$ cat src/rtl/cerr_pkg.sv
// Shared types and constants for the correctable-error threshold controller.
package cerr_pkg;

   localparam int CERR_THR_W = 8;

   typedef enum logic {
      IDLE = 1'b0,
      ACK  = 1'b1
   } cerr_hs_state_e;

   // A zero threshold disables the interrupt; counting still proceeds.
   function automatic logic thresh_reached(input logic [CERR_THR_W-1:0] count,
                                           input logic [CERR_THR_W-1:0] thresh);
      return (thresh != '0) && (count >= thresh);
   endfunction

endpackage

$ cat src/rtl/cerr_thresh_ctrl_if.sv
// Four-phase threshold programming handshake between an initiator and the controller.
interface cerr_thresh_ctrl_if;
   import cerr_pkg::*;

   logic                  cerr_threshold_vld;
   logic [CERR_THR_W-1:0] cerr_threshold;
   logic                  cerr_threshold_ack;

   modport master (
      output cerr_threshold_vld,
      output cerr_threshold,
      input  cerr_threshold_ack
   );

   modport slave (
      input  cerr_threshold_vld,
      input  cerr_threshold,
      output cerr_threshold_ack
   );

endinterface

$ cat src/rtl/cerr_sat_cnt.sv
// Saturating up-counter with synchronous clear; also exposes its next value.
module cerr_sat_cnt
   import cerr_pkg::*;
(
   input  logic                  bist_clk,
   input  logic                  reset_n,
   input  logic                  clr,
   input  logic                  inc,
   output logic [CERR_THR_W-1:0] count_q,
   output logic [CERR_THR_W-1:0] count_nxt
);

   // Clear wins over increment; at all-ones the count holds instead of wrapping.
   always_comb begin
      count_nxt = count_q;
      if (clr) begin
         count_nxt = '0;
      end else if (inc && (count_q != '1)) begin
         count_nxt = count_q + 1'b1;
      end
   end

   always_ff @(posedge bist_clk or negedge reset_n) begin
      if (!reset_n) begin
         count_q <= '0;
      end else begin
         count_q <= count_nxt;
      end
   end

endmodule

$ cat src/rtl/cerr_thresh_ctrl.sv
// Correctable-error counter with a handshake-programmed threshold and sticky interrupt.
module cerr_thresh_ctrl
   import cerr_pkg::*;
#(
   parameter logic [CERR_THR_W-1:0] RESET_THRESHOLD = 8'h10
) (
   input  logic                  bist_clk,
   input  logic                  reset_n,
   cerr_thresh_ctrl_if.slave     prog,
   input  logic                  cerr_event,
   input  logic                  cerr_int_clr,
   output logic [CERR_THR_W-1:0] cerr_thresh_q,
   output logic [CERR_THR_W-1:0] cerr_count,
   output logic                  cerr_int
);

   cerr_hs_state_e        state_q;
   logic                  ack_q;
   logic                  capture;
   logic                  cnt_clr;
   logic                  cnt_inc;
   logic [CERR_THR_W-1:0] count_nxt;

   // A request is only accepted from IDLE; capture outranks clear, which outranks events.
   assign capture = (state_q == IDLE) && prog.cerr_threshold_vld;
   assign cnt_clr = capture || cerr_int_clr;
   assign cnt_inc = cerr_event && !cnt_clr;

   assign prog.cerr_threshold_ack = ack_q;

   always_ff @(posedge bist_clk or negedge reset_n) begin
      if (!reset_n) begin
         state_q       <= IDLE;
         ack_q         <= 1'b0;
         cerr_thresh_q <= RESET_THRESHOLD;
      end else begin
         case (state_q)
            IDLE: begin
               if (prog.cerr_threshold_vld) begin
                  cerr_thresh_q <= prog.cerr_threshold;
                  ack_q         <= 1'b1;
                  state_q       <= ACK;
               end
            end
            ACK: begin
               if (!prog.cerr_threshold_vld) begin
                  ack_q   <= 1'b0;
                  state_q <= IDLE;
               end
            end
            default: begin
               ack_q   <= 1'b0;
               state_q <= IDLE;
            end
         endcase
      end
   end

   cerr_sat_cnt u_sat_cnt (
      .bist_clk  (bist_clk),
      .reset_n   (reset_n),
      .clr       (cnt_clr),
      .inc       (cnt_inc),
      .count_q   (cerr_count),
      .count_nxt (count_nxt)
   );

   // Interrupt is sticky until a clear or a new threshold capture.
   always_ff @(posedge bist_clk or negedge reset_n) begin
      if (!reset_n) begin
         cerr_int <= 1'b0;
      end else if (cnt_clr) begin
         cerr_int <= 1'b0;
      end else if (thresh_reached(count_nxt, cerr_thresh_q)) begin
         cerr_int <= 1'b1;
      end
   end

endmodule
$ cat src/flat_wrapper.sv
// flat-port wrapper written by rule: the top's interface ports become plain ports
module cerr_thresh_ctrl_flat import cerr_pkg::*;
#(
   parameter logic [CERR_THR_W-1:0] RESET_THRESHOLD = 8'h10
)
  (bist_clk, reset_n, cerr_event, cerr_int_clr, cerr_thresh_q, cerr_count, cerr_int, prog_cerr_threshold_vld, prog_cerr_threshold, prog_cerr_threshold_ack);
  cerr_thresh_ctrl_if prog_i ();
  input  logic bist_clk;
  input  logic reset_n;
  input  logic cerr_event;
  input  logic cerr_int_clr;
  output logic [CERR_THR_W-1:0] cerr_thresh_q;
  output logic [CERR_THR_W-1:0] cerr_count;
  output logic cerr_int;
  input wire logic [$bits(prog_i.cerr_threshold_vld)-1:0] prog_cerr_threshold_vld;
  input wire logic [$bits(prog_i.cerr_threshold)-1:0] prog_cerr_threshold;
  output wire logic [$bits(prog_i.cerr_threshold_ack)-1:0] prog_cerr_threshold_ack;
  assign prog_i.cerr_threshold_vld = prog_cerr_threshold_vld;
  assign prog_i.cerr_threshold = prog_cerr_threshold;
  assign prog_cerr_threshold_ack = prog_i.cerr_threshold_ack;
  cerr_thresh_ctrl #(.RESET_THRESHOLD(RESET_THRESHOLD)) u_core (.bist_clk(bist_clk), .reset_n(reset_n), .prog(prog_i), .cerr_event(cerr_event), .cerr_int_clr(cerr_int_clr), .cerr_thresh_q(cerr_thresh_q), .cerr_count(cerr_count), .cerr_int(cerr_int));
endmodule
$ cat config.mk
export PLATFORM = sky130hd
export DESIGN_NAME = cerr_thresh_ctrl_flat
export DESIGN_NICKNAME = d
export VERILOG_FILES = /design/src/rtl/cerr_pkg.sv /design/src/rtl/cerr_thresh_ctrl_if.sv /design/src/rtl/cerr_sat_cnt.sv /design/src/rtl/cerr_thresh_ctrl.sv /design/src/flat_wrapper.sv
export SDC_FILE = /design/constraint.sdc
export NUM_CORES = 1
export LEC_CHECK = 0
export ABC_AREA = 1
export ABC_CLOCK_PERIOD_IN_PS = 2700
export BUFFER_PORTS_ARGS = -buffer_cell sky130_fd_sc_hd__buf_4
export CAP_MARGIN = 20
export CORE_ASPECT_RATIO = 1.4
export CORE_MARGIN = 3
export CORE_UTILIZATION = 25
export CTS_CLUSTER_DIAMETER = 60
export DETAILED_ROUTE_END_ITERATION = 8
export PLACE_DENSITY_LB_ADDON = 0.2
export SYNTH_ARGS = -nofsm -noshare
export SYNTH_HDL_FRONTEND = slang
export SYNTH_HIERARCHICAL = 1
export SYNTH_SLANG_ARGS = --single-unit
$ cat constraint.sdc
create_clock -name bist_clk -period 2.7 [get_ports bist_clk]
set_input_delay 0.135 -clock bist_clk [delete_from_list [all_inputs] [get_ports bist_clk]]
set_output_delay 0.135 -clock bist_clk [all_outputs]
set_load 0.02 [all_outputs]
==> Yosys cells after proc, flatten, opt, wreduce, memory -nomap -nowiden <==
Index checks and enable logic that the tools add are counted.
{ "classes": {"addsub": 1, "order_cmp": 1, "n_eq_ne": 3, "mux": 8, "bitwise_logic": 1, "n_reduce_logical": 10} }
{ "op_table": {"columns": ["cell", "n"], "rows": [
  ["$mux 8", 2],
  ["$add 8x1->8 const B", 1],
  ["$ge 8x8->1", 1],
  ["$ne 8x8->1 const B", 1],
  ["$reduce_bool 8->1", 1],
  ["$mux 1", 5],
  ["$logic_and 1x1->1", 4],
  ["$ne 2x2->1 const B", 2],
  ["$reduce_and 2->1", 2],
  ["$pmux 1 s2", 1],
  ["$reduce_bool 2->1", 1],
  ["$logic_not 1->1", 1],
  ["$logic_or 1x1->1", 1],
  ["$not 1->1", 1]
]} }
{ "totals": {"ff_bits": 19, "input_bits": 13, "out_inout_bits": 18, "elab_cells": 29} }

==> Longest topological paths before layout <==
Gate-level depths: netlist of run 1.
{ "depth": {"word_depth": 12, "depth_mapped": 19, "mapped_depth_nobuf": 18} }

==> By module <==
The synthesis of run 1 kept the hierarchy.
{ "by_module_without_submodules": {"columns": ["module", "instances", "cells_each", "area_per_inst_um2", "seq_area_each_um2"], "rows": [
  ["cerr_thresh_ctrl", 1, 75, 639.4, 276.5],
  ["cerr_sat_cnt", 1, 68, 508.0, 200.2]
]} }

==> Least setup slack after synthesis of run 1 <==
Ideal clock, no wire load.
{ "synth_timing": {"path_kind": "reg2reg", "startpoint": "reg u_core.state_q", "endpoint": "reg u_core.cerr_int", "setup_ns": 0.121, "arrival_ns": 2.252, "t_required_ns": 2.579, "setup_slack_ns": 0.327, "path_stages_with_launch": 18, "period_less_slack_ns": 2.373, "path_cell_list": "dfrtp_1 -> inv_1 -> ha_1 -> or2_1 -> nor2_1 -> buf_4 -> nand2_4 -> nor2_4 -> nand3_1 -> nand2_1 -> inv_1 -> nor2_1 -> ha_1 -> a21o_1 -> nor2_1 -> nand3_1 -> nand2_1 -> a21oi_2"} }
{ "synth_via": {"elab_chain_len": 11, "elab_cells_between_ends": 12, "classes_between": "order compare (1); mux (3); bitwise (1); reduce/logical (7)"} }
{ "synth_lines": {"columns": ["element", "line_no", "source"], "rows": [
  ["start: declaration", "cerr_thresh_ctrl.sv:17", "cerr_hs_state_e state_q;"],
  ["start signal: assignment", "cerr_thresh_ctrl.sv:33", "state_q <= IDLE;"],
  ["start signal: assignment", "cerr_thresh_ctrl.sv:42", "state_q <= ACK;"],
  ["start signal: assignment", "cerr_thresh_ctrl.sv:48", "state_q <= IDLE;"],
  ["$not 1->1 (no line)", null, null],
  ["$logic_and 1x1->1", "cerr_thresh_ctrl.sv:25", "assign capture = (state_q == IDLE) && prog.cerr_threshold_vld;"],
  ["via u_core.capture", "cerr_thresh_ctrl.sv:19", "logic capture;"],
  ["$logic_or 1x1->1", "cerr_thresh_ctrl.sv:26", "assign cnt_clr = capture || cerr_int_clr;"],
  ["via u_core.cnt_clr", "cerr_thresh_ctrl.sv:20", "logic cnt_clr;"],
  ["$logic_not 1->1", "cerr_thresh_ctrl.sv:27", "assign cnt_inc = cerr_event && !cnt_clr;"],
  ["$logic_and 1x1->1", "cerr_thresh_ctrl.sv:27", null],
  ["via u_core.cnt_inc", "cerr_thresh_ctrl.sv:21", "logic cnt_inc;"],
  ["$logic_and 1x1->1", "cerr_sat_cnt.sv:18", "end else if (inc && (count_q != '1)) begin"],
  ["$mux 8", "cerr_sat_cnt.sv:18", null],
  ["$mux 8", "cerr_sat_cnt.sv:16", "if (clr) begin"],
  ["via u_core.count_nxt[7]", "cerr_thresh_ctrl.sv:22", "logic [CERR_THR_W-1:0] count_nxt;"],
  ["$ge 8x8->1", "cerr_pkg.sv:14", "return (thresh != '0) && (count >= thresh);"],
  ["$logic_and 1x1->1", "cerr_pkg.sv:14", null],
  ["$reduce_bool 2->1 (no line)", null, null],
  ["end signal: assignment", "cerr_thresh_ctrl.sv:71", "cerr_int <= 1'b0;"],
  ["end signal: assignment", "cerr_thresh_ctrl.sv:73", "cerr_int <= 1'b0;"],
  ["end signal: assignment", "cerr_thresh_ctrl.sv:75", "cerr_int <= 1'b1;"],
  ["end: declaration", "cerr_thresh_ctrl.sv:14", "output logic cerr_int"]
]} }
The timed path passes the listed nets, and every way through them passes these cells.
A chain may end at the register's enable or synchronous reset.

==> Final worst setup path of run 1 <==
Same ends and word-level chain as after synthesis.

==> results of run 1 <==
## sequential cells by signal (all words and copies together) (netlist names)
signal / count
u_core/cerr_int: 1
u_core/state_q: 1
u_core/u_sat_cnt/count_q: 8
u_core/cerr_thresh_q: 8
u_core/prog.cerr_threshold_ack: 1
## power breakdown
group          internal, W  switching [W]  leakage (nW)
Sequential        0.000307      0.0000202         0.245
Clock             0.000103      0.0000936        0.0255
Combinational    0.0000668      0.0000887         0.520
Total             0.000476       0.000202         0.790
## Yosys cell counts
cell and number:
dfstp_2 1, nand3b_1 2, o21ai_0 6, buf_4 1, nand2_4 2, ha_1 10, or2_1 1, nor4_1 2
buf_2 1, nor2_2 2, inv_1 22, o21ai_1 2, a21o_1 1, nor3_1 1, nand3_1 7, nand2_2 1
nor2_4 3, nand2_1 33, dfrtp_1 18, inv_2 1, a21oi_1 9, mux2_1 1, nand4_1 2, a21oi_2 1
nor2_1 13
## stage by stage
step | hold WS, ns | worst slack [ns]
final | 0.0846 | 0.220
after global routing | 0.0904 | 0.00829
after CTS | 0.0850 | 0.0570
after detailed placement | 0.0283 | 0.0815
after global placement | 0.0240 | 0.189
after floorplan | -0.161 | 0.327
## metal layers
layer / GRT usage / routed length, um / up-vias
li1: - / - / 529
met1: 0.119 / 1180 / 460
met2: 0.183 / 1270 / 30
met3: 0.0170 / 146 / 6
met4: 0.0432 / 61 / 0
met5: 0 / 0 / -
## worst max-delay path: cells and delay by family, from the launching register on
| family | cells | cell delay (ns) |
|---|---|---|
| AND/OR/NAND/NOR | 12 | 1.45 |
| adder cells (fa/ha/maj) | 2 | 0.45 |
| flip-flops | 1 | 0.34 |
| AO/OA/AOI/OAI | 1 | 0.11 |
| buffers and inverters | 1 | 0.05 |
## worst max path at each step
stage,end,from,depth (start not counted),slack (ns)
6_report,u_core/cerr_int,u_core/state_q,16,0.22
5_1_grt,u_core/cerr_int,u_core/state_q,16,0.008
4_1_cts,u_core/cerr_int,u_core/state_q,16,0.06
3_5_place_dp,u_core/cerr_int,u_core/state_q,16,0.08
3_3_place_gp,u_core/cerr_int,u_core/state_q,16,0.19
2_1_floorplan,u_core/cerr_int,u_core/state_q,17,0.33
## what timing repair did
item | 4_1_cts | 5_1_grt
hold buffers | 2 | 0
gates resized for setup | 0 | 3
endpoints found under the hold margin | 20 | 0
setup endpoints to repair | 0 | 1
## cell families after synthesis
family,count (synthesis)
DFF,19
buffers and inverters,25
AOI/OAI and AO/OA,19
and+or+nand+nor,69
adders and majority gates,10
muxes,1
## cells in the final DEF (no fill, tap or decap), drive strengths merged, types with 3 or more instances in the layout
| cell type | n |
|---|---|
| o21ai | 8 |
| buf | 32 |
| nand2 | 36 |
| inv | 23 |
| nand3 | 7 |
| nor2 | 18 |
| ha | 10 |
| dfrtp | 18 |
| a21oi | 10 |
| clkbuf | 3 |
## layout make-up
class,count,area (um2)
clock buffers,3,41.3
clock inverters,1,5.00
fillers,455,2780
inverters,23,86.3
multi-input cells,99,582
flip-flops and latches,19,477
well taps,60,75.1
repair buffers,34,260
==> results.yml, run 1 <==
setup_path:
  r2r_slack_ns: 0.22
  critPathMaxFanout: 5
  criticalPathCategory: "flop to flop"
  path_cells: "inv_1, ha_1, or2_1, nor2_4, nand2_4, nor2_4, nand4_1, nand2_1, nor2_1, ha_1, nand2_1, nor2_2, nand4_1, nand3_1, nand2_1, a21oi_2"
  slowest_stage: "dfrtp_1"
  cp.required_ns: 2.89
  critPathLaunchType: "flop"
  end_kind: "flop"
  r2r_end: "u_core/cerr_int"
  slowest_delay_ns: 0.34
  r2r-start: "u_core/state_q"
  cpMostUsedCell: "nand2_1"
  critPathArrivalTime_ns: 2.67
  ff2ff_path_depth: 16
flow_run:
  drv_cap: 0
layout:
  nNetsFinal: 203
  diodes: 0
  final_util: 0.354
  drive_gt1_frac: 0.274
  fin_cells: 239
  finish.instance_area_mm2: 0.00153
  areaGrowthSynthToFinish_pct: 33.0
clocking:
  clkTransAtPathRegs_ns: 0.07
  clock-sinks: 19
  htreeDepth: 1
  clkLatencyLatePin_ns: 0.25
  cts_buffer_depth: 2
  post-cts-setup-buffers: 0
  cts-root-buf: "clkbuf_8"
  cts_tree: "yes"
  cts-buffers-inserted: 3
global_routing:
  grt_pass1_vias: 1030
  grt_first_pass_wirelength_mm: 4.48
  grt_max_degree: 20
  grt_overflow: 0
  grt_use_total: 0.102
  grt_antenna_before_repair: 0
floorplanning:
  die_y_um: 86.2
  die_x_um: 63.3
  num_rows: 28
  initial_core_util: 0.266
  fp.dieArea_mm2: 0.00545
  pin_count: 31
  coreArea_mm2: 0.00431
drt:
  firstDrtPassIters: 4
  wl_per_cell_um: 11.1
  wirelength_mm: 2.66
  drc_errors: 0
  postRouteAntennaNets: 0
  via_per_inst: 4.29
  drtIter0Drc: 39
  vias: 1025
sta:
  fin_setup_tns_ns: 0
  worst_pin_slew_ns: 0.289
  grt_setup_unrepaired: "no"
  hold_viol: 0
  finalCritPeriodShare: 0.919
  fmax_mhz: 403
  setup_viol: 0
  final_max_slew_viol_count: 0
  period_minus_slack_ns: 2.48
  skew_ns: 0.000928
  relSlewSlack: 0.806
logic_synthesis:
  avgSynthCellArea_um2: 8.02
  synth_top_area_share: 0.393
  synth_area_mm2: 0.00115
  synth-seq-area-share: 0.415
  yosysUniqueCellTypes: 25
  syn-instance-count: 143
  synth_area_leaders: "dfrtp_1 39%, ha_1 11%, nand2_1 11%"
  synth-xor-area-share: 0
  synth_top_family_by_area: "simple AND/OR/NAND/NOR gates"
  synthSimpleGateAreaFrac: 0.291
  synth-compound-area-share: 0.0883
  ys_ff_latch: 19
  synthAdderAreaFrac: 0.109
  synth.largest_area_cell: "dfrtp_1"
  synth.area.mux_share: 0.00981
  ys_warn_count: 6
  syn-num-nets: 166
worst_hold_path:
  hold_depth: 3
  hp-class: "input port to flop"
  min_from: "prog_cerr_threshold[1]"
  min_to: "u_core/cerr_thresh_q[1]"
power:
  p_total_w: 0.000679
  leakage_nw: 0.790
  ir_drop_mv: 0.296
  powerDensity_mw_per_mm2: 445
place:
  postPlaceCellArea_mm2: 0.00145
  port_buffers: 30
  gp_congestion: 0.847
  dp_cells: 233
  dp_hpwl_mm: 2.18
outcome:
  status: "finished clean"
No activity file was read; power rests on OpenSTA's default activity.
==> run 2, diff against run 1 <==
ABC_AREA = 0   (was 1)
==> results.yml, run 2 <==
worst_hold_path:
  hp-class: "input port to flop"
  min_to: "u_core/state_q"
  min_from: "prog_cerr_threshold_vld"
  hold_depth: 1
setup_path:
  critPathArrivalTime_ns: 2.87
  ff2ff_path_depth: 12
  cp.required_ns: 2.85
  r2r_slack_ns: -0.02
  end_kind: "flop"
  crit_start: "u_core/state_q"
  r2r-start: "u_core/state_q"
  critPathMaxFanout: 3
  critPathLaunchType: "flop"
  r2r_end: "u_core/cerr_int"
  criticalPathCategory: "flop to flop"
power:
  p_total_w: 0.000681
  power_frac_comb: 0.243
  switching_share: 0.282
  p_int_w: 0.000489
  pwr-share-clk: 0.282
  p_sw_w: 0.000192
  powerDensity_mw_per_mm2: 429
  seqPwrFrac: 0.475
  leakage_nw: 0.741
  ir_drop_mv: 0.297
place:
  postPlaceCellArea_mm2: 0.00149
  dp_cells: 203
  port_buffers: 30
  gp_congestion: 0.701
  dp_hpwl_mm: 2.23
logic_synthesis:
  ys_warn_count: 6
  synthFlopType: "dfrtp_1"
  synth-edff-count: 0
  yosysUniqueCellTypes: 39
  syn-instance-count: 108
  synth_area_mm2: 0.00112
  synth.largest_area_cell: "dfrtp_1"
  synth_area_leaders: "dfrtp_1 40%, ha_1 11%, inv_1 3.7%"
  synthArstFlopShare: 1.00
  syn-num-nets: 131
  synth-seq-area-share: 0.424
  synthMostInstantiatedCell: "dfrtp_1"
  avgSynthCellArea_um2: 10.4
  yosys-top-cells-count: "18 x dfrtp_1, 11 x inv_1, 10 x ha_1"
  ys_ff_latch: 19
  synth_top_area_share: 0.400
clocking:
  cts-root-buf: "clkbuf_8"
  cts_buffer_depth: 2
  cts_tree: "yes"
  cts-buffers-inserted: 3
  htreeDepth: 1
  clkLatencyLatePin_ns: 0.25
  clock-sinks: 19
  clkTransAtPathRegs_ns: 0.07
drt:
  wirelength_mm: 2.81
  drtIter0Drc: 59
  wl_per_cell_um: 13.4
  vias: 967
  postRouteAntennaNets: 0
  via_per_inst: 4.60
  drc_errors: 0
  firstDrtPassIters: 4
layout:
  mostFrequentLayoutCell: "buf_4"
  diodes: 0
  nNetsFinal: 174
  top_regs: "u_core/cerr_thresh_q: 8 flops, u_core/u_sat_cnt/count_q: 8 flops"
  areaGrowthSynthToFinish_pct: 41.0
  fin_cells: 210
  final_cell_mix: "41 x buf_4, 18 x dfrtp_1, 10 x inv_1"
  drive_gt1_frac: 0.413
  finish.instance_area_mm2: 0.00159
global_routing:
  grt_first_pass_wirelength_mm: 4.65
  grt_overflow: 0
  grt_max_degree: 20
  grt_use_total: 0.109
  grt_pass1_vias: 1004
  grt_antenna_before_repair: 0
sta:
  grt_setup_unrepaired: "yes"
  timing.final.ws_setup_ns: -0.0217
  hold_viol: 0
  skew_ns: 0.00432
  setup_viol: 1
  worst_pin_slew_ns: 0.389
  fmax_mhz: 367
  period_minus_slack_ns: 2.72
  finalCritPeriodShare: 1.01
  final_max_slew_viol_count: 0
  relSlewSlack: 0.738
floorplanning:
  num_rows: 28
  initial_core_util: 0.263
  die_y_um: 85.4
  fp.dieArea_mm2: 0.00535
  die_x_um: 62.7
  coreArea_mm2: 0.00427
  pin_count: 31
flow_run:
  drv_cap: 0
outcome:
  violations: "negative setup slack"
  status: "finished with violations"
==> run 2: cell types whose count changed in the layout (fill, tap and decap cells not counted), moves of 6 or more <==
cell	delta
a21oi_1	-6
buf_4	+9
inv_1	-12
nand2_1	-24
nand3_1	-6
nor2_1	-8
==> run 2: final cells by class <==
cell class / instances / area [um2]
Clock buffer: 4 / 45.0
Sequential cell: 19 / 477
Tap cell: 60 / 75.1
Timing Repair Buffer: 42 / 318
Multi-Input combinational cell: 74 / 631
Fill cell: 464 / 2690
Inverter: 11 / 41.3
==> run 2: per-stage QoR <==
step / util / setup TNS, ns / setup slack (ns) / hold slack [ns]
floorplan: - / 0 / 0.000873 / -0.161
global placement: 0.347 / -0.115 / -0.115 / 0.0234
detailed placement: 0.347 / -0.162 / -0.162 / 0.0224
CTS: 0.367 / -0.0393 / -0.0393 / 0.0197
global route: 0.371 / -0.132 / -0.132 / 0.0142
finish: 0.371 / -0.0217 / -0.0217 / 0.0258
==> run 2: power groups by stage <==
stage	clock (W)	sequential, W	combinational [W]
detailed placement	0	0.000329	0.000162
global placement	0	0.000329	0.000159
CTS	0.000203	0.000324	0.000168
global route	0.000216	0.000327	0.000184
floorplan	0	0.000350	0.0000654
finish	0.000192	0.000324	0.000166
==> run 2: repair_timing <==
item / CTS / global route
hold buffers: 1 / 0
cloned: 0 / 0
pin swaps: 6 / 5
resized for setup: 4 / 3
endpoints found under the hold margin: 19 / 0
setup buffers: 2 / 0
endpoints found under the setup margin: 1 / 1
==> run 2: routing by layer <==
layer	vias to the layer above	wire, um	GRT usage
met5	-	0	0
met4	0	21	0.0422
met3	2	190	0.0265
met2	29	1390	0.195
met1	462	1210	0.125
li1	474	-	-
==> run 2: cells by family after synthesis <==
| logic type | synth area share |
|---|---|
| DFF | 0.424 |
| AOI/OAI and AO/OA | 0.186 |
| and+or+nand+nor | 0.166 |
| muxes | 0.0456 |
| buffers and inverters | 0.0679 |
| adders and majority gates | 0.111 |
==> run 2: worst max path at each step <==
stage                            to  cells after the start  slack [ns]
detailed placement  u_core/cerr_int                     12       -0.16
finish              u_core/cerr_int                     12       -0.02
global route        u_core/cerr_int                     12       -0.13
CTS                 u_core/cerr_int                     12       -0.04
global placement    u_core/cerr_int                     12       -0.11
floorplan           u_core/cerr_int                     13      0.0009
==> run 2: critical path, cell delays in order (launching register included) <==
cell	delay (ns)
dfrtp_1	0.36
inv_2	0.05
ha_4	0.15
or2_4	0.24
nor2_4	0.11
nand4_1	0.19
a211oi_2	0.26
mux2_4	0.35
ha_4	0.27
and4_1	0.17
o21ai_1	0.06
o211a_1	0.23
a311oi_2	0.19
==> run 3, diff against run 2 <==
ABC_AREA = 1   (was 0)
ABC_CLOCK_PERIOD_IN_PS = 2300   (was 2700)
CAP_MARGIN = unset   (was 20)
clock period = 2.3 ns   (was 2.7 ns; I/O delays follow)
==> results.yml, run 3 (synthesized netlist as in run 1, its figures left out) <==
place:
  pre_cts_ws_ns: -0.0642
  gp_congestion: 0.811
  dp_cells: 236
  port_buffers: 30
  dp_hpwl_mm: 2.26
setup_path:
  r2r_end: "u_core/cerr_int"
  slowest_stage: "dfrtp_1"
  critPathBufInv: 2
  critPathArrivalTime_ns: 2.52
  slowest_delay_ns: 0.34
  cpMostUsedCell: "nand2_1"
  critPathMaxFanout: 4
  ff2ff_path_depth: 17
  r2r-start: "u_core/state_q"
  critPathLaunchType: "flop"
  end_kind: "flop"
  cpLargestDelayFamily: "simple AND/OR/NAND/NOR gates"
  cp.required_ns: 2.50
  criticalPathCategory: "flop to flop"
  r2r_slack_ns: -0.02
  path_cells: "inv_1, ha_2, or2_4, nor2_1, buf_4, nand3_2, nor2_4, nand3_1, nand2_1, nor2_1, ha_1, nand2_1, nor2_2, nand4_1, nand3_1, nand2_1, a21oi_2"
power:
  p_int_w: 0.000564
  ir_drop_mv: 0.343
  switching_share: 0.307
  leakage_nw: 0.803
  seqPwrFrac: 0.470
  power_frac_comb: 0.233
  p_sw_w: 0.000250
  pwr-share-clk: 0.297
  powerDensity_mw_per_mm2: 522
sta:
  skew_ns: 0.00425
  relSlewSlack: 0.826
  fin_setup_tns_ns: -0.0186
  setup_viol: 1
  period_minus_slack_ns: 2.32
  hold_viol: 0
  finalCritPeriodShare: 1.01
  final_max_slew_viol_count: 0
  fmax_mhz: 431
  worst_pin_slew_ns: 0.258
  timing.final.ws_setup_ns: -0.0186
  grt_setup_unrepaired: "yes"
clocking:
  cts-buffers-inserted: 3
  clkLatencyLatePin_ns: 0.26
  cts-root-buf: "clkbuf_8"
  cts_tree: "yes"
  post-cts-setup-buffers: 0
  htreeDepth: 1
  clkTransAtPathRegs_ns: 0.08
  clock-sinks: 19
  cts_buffer_depth: 2
layout:
  top_regs: "u_core/cerr_thresh_q: 8 flops, u_core/u_sat_cnt/count_q: 8 flops"
  mostFrequentLayoutCell: "buf_4"
  drive_gt1_frac: 0.308
  final_cell_mix: "35 x buf_4, 33 x nand2_1, 22 x inv_1"
  fin_cells: 242
  final_util: 0.362
  areaGrowthSynthToFinish_pct: 36.1
  nNetsFinal: 206
  fill_cells: 465
  diodes: 0
flow_run:
  drv_cap: 0
drt:
  drtIter0Drc: 56
  drc_errors: 0
  vias: 1032
  wl_per_cell_um: 11.5
  wirelength_mm: 2.79
  via_per_inst: 4.26
  firstDrtPassIters: 4
  postRouteAntennaNets: 0
outcome:
  status: "finished with violations"
  violations: "negative setup slack"
worst_hold_path:
  min_from: "prog_cerr_threshold[3]"
  hold_depth: 3
  min_to: "u_core/cerr_thresh_q[3]"
  hp-class: "input port to flop"
floorplanning:
  fp.dieArea_mm2: 0.00545
  pin_count: 31
  initial_core_util: 0.266
  num_rows: 28
  die_x_um: 63.3
  coreArea_mm2: 0.00431
  die_y_um: 86.2
global_routing:
  grt_overflow: 0
  grt_use_total: 0.105
  grt_antenna_before_repair: 0
  grt_max_degree: 20
  grt_first_pass_wirelength_mm: 4.57
  grt_pass1_vias: 1074
## run 3: cell types whose count changed in the layout (fill, tap and decap cells not counted), moves of 5 or more
cell | before | now
nand3_1 | 1 | 6
inv_1 | 10 | 22
nor2_1 | 3 | 10
buf_4 | 41 | 35
a21oi_1 | 3 | 9
nand2_1 | 9 | 33
## run 3: timing repair
| action | 4_1_cts | 5_1_grt |
|---|---|---|
| resized for setup | 2 | 3 |
| endpoints found under the setup margin | 1 | 1 |
| pin swaps | 5 | 2 |
| endpoints found under the hold margin | 20 | 0 |
| hold buffers | 2 | 0 |
## run 3: layout make-up
cell class | instances | area [um2] | share of cell area
Inverter | 23 | 86.3 | 0.0553
Clock buffer | 3 | 41.3 | 0.0264
Clock inverter | 1 | 5.00 | 0.00321
Tap cell | 60 | 75.1 | 0.0481
Multi-Input combinational cell | 99 | 594 | 0.381
Sequential cell | 19 | 477 | 0.305
Timing Repair Buffer | 37 | 283 | 0.181
## run 3: per-layer routing
layer  wire length, um  up-vias  GRT usage
li1                  -      530          -
met1              1220      464      0.117
met2              1310       31      0.187
met3               178        7     0.0223
met4                74        0     0.0550
met5                 0        -          0
## run 3: power groups by stage
| stage | logic, W | registers [W] | clock network [W] |
|---|---|---|---|
| 2_1_floorplan | 0.0000736 | 0.000414 | 0 |
| 3_3_place_gp | 0.000186 | 0.000390 | 0 |
| 3_5_place_dp | 0.000190 | 0.000390 | 0 |
| 4_1_cts | 0.000194 | 0.000384 | 0.000246 |
| 5_1_grt | 0.000213 | 0.000387 | 0.000256 |
| 6_report | 0.000190 | 0.000383 | 0.000242 |
## run 3: worst max path at each step
stage,from,endpoint,slack (ns),cells after the start
6_report,u_core/state_q,u_core/cerr_int,-0.02,17
5_1_grt,u_core/state_q,u_core/cerr_int,-0.22,17
4_1_cts,u_core/state_q,u_core/cerr_int,-0.05,17
3_5_place_dp,u_core/state_q,u_core/cerr_int,-0.06,17
3_3_place_gp,u_core/state_q,u_core/cerr_int,-0.003,17
2_1_floorplan,u_core/state_q,u_core/cerr_int,0.01,17
## run 3: per-stage QoR
stage / total power [W] / instance area (um2) / hold slack [ns]
floorplan: 0.000487 / 1150 / -0.181
global placement: 0.000576 / 1480 / 0.00334
detailed placement: 0.000580 / 1480 / 0.00854
CTS: 0.000824 / 1550 / 0.0556
global route: 0.000855 / 1560 / 0.0615
finish: 0.000814 / 1560 / 0.0537
## run 3: worst register-to-register path, stage by stage, from the launching register on
cell and delay, ns:
dfrtp_1 0.34, inv_1 0.04, ha_2 0.17, or2_4 0.23, nor2_1 0.08, buf_4 0.14, nand3_2 0.10, nor2_4 0.13
nand3_1 0.08, nand2_1 0.06, nor2_1 0.06, ha_1 0.27, nand2_1 0.06, nor2_2 0.13, nand4_1 0.11, nand3_1 0.08
nand2_1 0.06, a21oi_2 0.11
